**config.mk**
```make
export PLATFORM = sky130hd
export DESIGN_NAME = vga_timing_gen
export DESIGN_NICKNAME = d
export VERILOG_FILES = /design/src/rtl/vga_timing_gen.sv
export SDC_FILE = /design/constraint.sdc
export NUM_CORES = 1
export LEC_CHECK = 0
export ABC_AREA = 1
export BUFFER_PORTS_ARGS = -buffer_cell sky130_fd_sc_hd__buf_4
export CORE_UTILIZATION = 55
export CTS_CLUSTER_SIZE = 28
export DETAILED_ROUTE_END_ITERATION = 8
export PLACE_DENSITY = 0.83
export SLEW_MARGIN = 15
export SYNTH_ARGS = -nofsm -noshare
export SYNTH_HDL_FRONTEND = slang
export SYNTH_SLANG_ARGS = --single-unit
```
**constraint.sdc**
```tcl
create_clock -name clk -period 3.08 [get_ports clk]
set_input_delay 0.616 -clock clk [delete_from_list [all_inputs] [get_ports clk]]
set_output_delay 0.616 -clock clk [all_outputs]
set_load 0.02 [all_outputs]
```
**src/rtl/vga_timing_gen.sv**
```systemverilog
`default_nettype none
// ============================================================================
// Module      : vga_timing_gen
// Description : Parametrised VGA raster timing generator and pixel output
//               stage. An integer divider derives a one-clk pixel strobe from
//               clk. Raster counters request pixels one pixel period ahead,
//               and a registered output stage drives blank-gated colour,
//               syncs, active and frame_start, all mutually aligned.
//
// Ports       : clk         in   system clock
//               reset_n     in   synchronous active-low reset
//               enable      in   raster run; low holds raster at (0,0), blanked
//               rgb_in      in   colour of pixel at (req_x,req_y), sampled on
//                                pixel_tick
//               pixel_tick  out  one-clk pixel strobe
//               req_x/req_y out  raster position currently requested
//               req_valid   out  requested position lies in the visible area
//               hsync/vsync out  registered sync outputs
//               rgb         out  registered colour, 0 outside visible area
//               active      out  registered, high while rgb is a visible pixel
//               frame_start out  one-clk pulse with pixel (0,0) on rgb
//
// Revision    : 1.0 - initial release
// ============================================================================
module vga_timing_gen #(
    parameter int   CLK_DIV   = 4,
    parameter int   H_VISIBLE = 640,
    parameter int   H_FRONT   = 16,
    parameter int   H_SYNC    = 96,
    parameter int   H_BACK    = 48,
    parameter int   V_VISIBLE = 480,
    parameter int   V_FRONT   = 10,
    parameter int   V_SYNC    = 2,
    parameter int   V_BACK    = 33,
    parameter logic HSYNC_POL = 1'b0,
    parameter logic VSYNC_POL = 1'b0,
    parameter int   COLOR_W   = 8,
    parameter int   CNT_W     = 10
) (
    input  logic               clk,
    input  logic               reset_n,
    input  logic               enable,
    input  logic [COLOR_W-1:0] rgb_in,
    output logic               pixel_tick,
    output logic [CNT_W-1:0]   req_x,
    output logic [CNT_W-1:0]   req_y,
    output logic               req_valid,
    output logic               hsync,
    output logic               vsync,
    output logic [COLOR_W-1:0] rgb,
    output logic               active,
    output logic               frame_start
);

    localparam int c_H_TOTAL = H_VISIBLE + H_FRONT + H_SYNC + H_BACK;
    localparam int c_V_TOTAL = V_VISIBLE + V_FRONT + V_SYNC + V_BACK;

    // A one-bit divider is kept for CLK_DIV == 1; it simply stays at 0.
    localparam int c_DIV_W = (CLK_DIV > 1) ? $clog2(CLK_DIV) : 1;

    localparam logic [c_DIV_W-1:0] c_DIV_MAX  = c_DIV_W'(CLK_DIV - 1);
    localparam logic [c_DIV_W-1:0] c_DIV_ZERO = '0;
    localparam logic [c_DIV_W-1:0] c_DIV_ONE  = c_DIV_W'(1);

    localparam logic [CNT_W-1:0] c_CNT_ZERO = '0;
    localparam logic [CNT_W-1:0] c_CNT_ONE  = CNT_W'(1);
    localparam logic [CNT_W-1:0] c_H_LAST   = CNT_W'(c_H_TOTAL - 1);
    localparam logic [CNT_W-1:0] c_V_LAST   = CNT_W'(c_V_TOTAL - 1);
    localparam logic [CNT_W-1:0] c_H_VIS    = CNT_W'(H_VISIBLE);
    localparam logic [CNT_W-1:0] c_V_VIS    = CNT_W'(V_VISIBLE);
    localparam logic [CNT_W-1:0] c_HS_START = CNT_W'(H_VISIBLE + H_FRONT);
    localparam logic [CNT_W-1:0] c_HS_END   = CNT_W'(H_VISIBLE + H_FRONT + H_SYNC);
    localparam logic [CNT_W-1:0] c_VS_START = CNT_W'(V_VISIBLE + V_FRONT);
    localparam logic [CNT_W-1:0] c_VS_END   = CNT_W'(V_VISIBLE + V_FRONT + V_SYNC);

    localparam logic [COLOR_W-1:0] c_BLACK = '0;

    logic [c_DIV_W-1:0] r_div;
    logic [CNT_W-1:0]   r_cx;
    logic [CNT_W-1:0]   r_cy;
    logic               r_hsync;
    logic               r_vsync;
    logic [COLOR_W-1:0] r_rgb;
    logic               r_active;
    logic               r_frame_start;

    logic w_tick;
    logic w_req_valid;
    logic w_hs_window;
    logic w_vs_window;
    logic w_line_end;
    logic w_frame_end;

    // The strobe is gated by reset_n and enable so that it drops in the very
    // cycle either of them deasserts, not one cycle later.
    assign w_tick      = enable & reset_n & (r_div == c_DIV_MAX);
    assign w_req_valid = (r_cx < c_H_VIS) & (r_cy < c_V_VIS);
    assign w_hs_window = (r_cx >= c_HS_START) & (r_cx < c_HS_END);
    assign w_vs_window = (r_cy >= c_VS_START) & (r_cy < c_VS_END);
    assign w_line_end  = (r_cx == c_H_LAST);
    assign w_frame_end = (r_cy == c_V_LAST);

    always_ff @(posedge clk) begin
        if (!reset_n) begin
            r_div         <= c_DIV_ZERO;
            r_cx          <= c_CNT_ZERO;
            r_cy          <= c_CNT_ZERO;
            r_hsync       <= ~HSYNC_POL;
            r_vsync       <= ~VSYNC_POL;
            r_rgb         <= c_BLACK;
            r_active      <= 1'b0;
            r_frame_start <= 1'b0;
        end else if (!enable) begin
            // Abort the frame outright; restart is always from (0,0) with a
            // fresh divider phase.
            r_div         <= c_DIV_ZERO;
            r_cx          <= c_CNT_ZERO;
            r_cy          <= c_CNT_ZERO;
            r_hsync       <= ~HSYNC_POL;
            r_vsync       <= ~VSYNC_POL;
            r_rgb         <= c_BLACK;
            r_active      <= 1'b0;
            r_frame_start <= 1'b0;
        end else begin
            r_div         <= (r_div == c_DIV_MAX) ? c_DIV_ZERO : r_div + c_DIV_ONE;
            r_frame_start <= w_tick & (r_cx == c_CNT_ZERO) & (r_cy == c_CNT_ZERO);

            if (w_tick) begin
                // Output stage captures the position being requested now, so
                // every output lags req_* by exactly one pixel period.
                r_hsync  <= w_hs_window ? HSYNC_POL : ~HSYNC_POL;
                r_vsync  <= w_vs_window ? VSYNC_POL : ~VSYNC_POL;
                r_active <= w_req_valid;
                r_rgb    <= w_req_valid ? rgb_in : c_BLACK;

                if (w_line_end) begin
                    r_cx <= c_CNT_ZERO;
                    r_cy <= w_frame_end ? c_CNT_ZERO : r_cy + c_CNT_ONE;
                end else begin
                    r_cx <= r_cx + c_CNT_ONE;
                end
            end
        end
    end

    assign pixel_tick  = w_tick;
    assign req_x       = r_cx;
    assign req_y       = r_cy;
    assign req_valid   = w_req_valid;
    assign hsync       = r_hsync;
    assign vsync       = r_vsync;
    assign rgb         = r_rgb;
    assign active      = r_active;
    assign frame_start = r_frame_start;

endmodule
`default_nettype wire

```
==> flow_metrics.py <==
metrics = {
    "sta": {
        "period_share": 0.7180,
        "hold_viol": 0,
        "skew_ps": 5.677,
        "fmax_ghz": 0.4522,
        "layout_setup_ws_ps": 868.5,
        "fin_hold_ws_ps": 430.7,
        "setup-tns-final_ps": 0,
        "slew_headroom": 0.7391,
        "grt_setup_unrepaired": "no",
        "setup_viol": 0,
        "slew_viol_final": 0,
        "post-route-min-period_ps": 2211,
        "worst_pin_slew_ps": 391.0,
    },
    "place": {
        "post-place-ws_ps": 989.9,
        "place_congestion": 0.9001,
        "dp_cells": 306,
        "dpl.hpwl_um": 2894,
        "place_area_sq_um": 2007,
        "portBuffers": 44,
    },
    "yosys": {
        "synth_edf_count": 0,
        "syn-num-nets": 250,
        "synthTopCellsByCount": "51 x nand2_1, 34 x dfxtp_1, 30 x nand3_1",
        "synth_cells": 234,
        "yosys.area.top_type": "dfxtp_1",
        "ys.flop_type": "dfxtp_1",
        "post-synth-top-count-cell": "nand2_1",
        "syn_area_sq_um": 1658,
        "synth.ff_latch_count": 34,
        "yosysTopAreaCellShare": 0.4106,
        "synth.top_cells.by_area": "dfxtp_1 41%, nand2_1 12%, nand3_1 9.1%",
        "synth-seq-area-share": 0.4106,
        "yosys_warnings": 0,
        "synthArstFlopShare": 0,
        "syn_avg_cell_area_sq_um": 7.085,
        "ys_types": 26,
    },
    "setup_path": {
        "crit_path_start_kind": "flop",
        "required_ps": 2460,
        "cp_data_arrival_time_ps": 1600,
        "path_class": "reg2out",
        "cp-end-kind": "output pin",
        "crit_path_max_fanout": 10,
    },
    "grt": {
        "overflow": 0,
        "grt.total_usage": 0.2572,
        "grt_busiest_layer": "met2",
        "use_met1": 0.3070,
        "grtUsageMet3": 0.07834,
        "grt_pass1_vias": 1509,
        "grt_util_met2": 0.4387,
        "grt_max_degree": 18,
        "grt_pass1_wl_um": 6479,
        "antenna_found_initial": 0,
    },
    "clock_tree": {
        "cts.clk_slew.worst_paths_ps": 100,
        "cts_made_buffers": 5,
        "cts_buffer_depth": 2,
        "ctsRootBufferMaster": "clkbuf_4",
        "cts_hold_buf": 0,
        "cts_setup_buffers": 0,
        "clk_latency_ps": 340,
        "h-tree-depth": 2,
        "cts.repair.resized": 0,
        "cts_sinks": 34,
        "cts_tree": "built",
    },
    "cells_and_area": {
        "area_growth_pct": 25.81,
        "drive_above_1_share": 0.2226,
        "instances_no_fill": 314,
        "nFillCells": 242,
        "diodes": 0,
        "fin_area_sq_um": 2086,
        "final_util": 0.7435,
        "fin_nets": 298,
    },
    "floorplan": {
        "die-width_um": 56.90,
        "die_y_um": 56.90,
        "die_area_sq_um": 3238,
        "initial_utilization": 0.5910,
        "fp-row-count": 19,
        "core-area_sq_um": 2805,
        "ioPinCount": 45,
    },
    "detailed_routing": {
        "vias": 1683,
        "vias_per_cell": 5.360,
        "wl_per_cell_um": 12.29,
        "route.detailed.drc": 4,
        "drt_wl_total_um": 3858,
        "firstDrtPassIters": 6,
        "drt-initial-drc-count": 104,
        "drt.antenna.violating_nets": 0,
    },
    "power_and_ir_drop": {
        "finalPower_uw": 772.6,
        "vdd_ir_drop_max_v": 0.0003109,
        "p_per_area_nw_per_um2": 370.4,
        "leakagePower_nw": 0.9886,
    },
    "status": {
        "status": "complete, but fails checks",
        "failed_checks": "design-rule violations",
    },
    "run": {
        "drv_cap": 0,
    },
    "hold_path": {
        "min_path_type": "reg2reg",
    },
}
==> layout by cell type (no fill, tap or decap), drive strengths merged <==
cell type / instances
inv: 31
nor2: 34
o21ai: 10
nand3: 30
clkbuf: 8
nor3: 5
a21oi: 9
o21bai: 1
xor2: 4
nand4: 6
buf: 44
a22o: 1
or2: 2
and3: 2
dfxtp: 34
nand3b: 1
nor4: 3
ha: 5
nand2: 53
==> state kept, by name, summed over array words and instances (netlist names) <==
register,count
req_y,10
rgb,8
r_div,2
active,1
frame_start,1
hsync,1
req_x,10
vsync,1
==> layer usage <==
layer / vias up / wire, um
met3: 8 / 238
met2: 45 / 1927
met4: 0 / 57
li1: 851 / -
met1: 779 / 1634
met5: - / 0
==> cell families (layout without fill, tap and decap cells) <==
logic type | after synthesis | after routing | synth area share
adders and majority gates | 5 | 5 | 0.03774
buffers and inverters | 34 | 83 | 0.08226
AOI/OAI and AO/OA | 21 | 21 | 0.06717
DFF | 34 | 34 | 0.4106
xor gates and xnor gates | 4 | 4 | 0.02113
and+or+nand+nor | 136 | 136 | 0.3811
==> final timing paths <==
path,from,to,slack (ps),depth (start not counted)
max,req_x[8]$_SDFFE_PN0P_,req_valid,870,5
min,r_div[0]$_SDFF_PP0_,r_div[0]$_SDFF_PP0_,430,1
max reg2reg,r_div[0]$_SDFF_PP0_,req_y[9]$_SDFFE_PN0P_,1230,8
min reg2reg,r_div[0]$_SDFF_PP0_,r_div[0]$_SDFF_PP0_,430,1
==> cell type report <==
cell class | count | area (sq um) | area share
Tap cell | 31 | 38.79 | 0.01860
Timing Repair Buffer | 44 | 330.3 | 0.1584
Clock buffer | 8 | 78.83 | 0.03779
Sequential cell | 34 | 680.7 | 0.3263
Multi-Input combinational cell | 166 | 840.8 | 0.4031
Inverter | 31 | 116.4 | 0.05579
==> power breakdown <==
| group | total [mW] | internal, mW | switching (mW) | leakage, nW |
|---|---|---|---|---|
| registers | 0.442 | 0.441 | 0.000762 | 0.274 |
| clock network | 0.305 | 0.156 | 0.150 | 0.0446 |
| logic | 0.0254 | 0.0115 | 0.0139 | 0.670 |
| total | 0.773 | 0.608 | 0.164 | 0.989 |
==> worst max-delay path, cell delays in order, from the launching register on <==
cell,delay [ps]
dfxtp_1,420
inv_1,100
nand3_1,100
nand3_1,90
nor2_2,320
buf_4,220
Power figures use the tool's default switching activity.
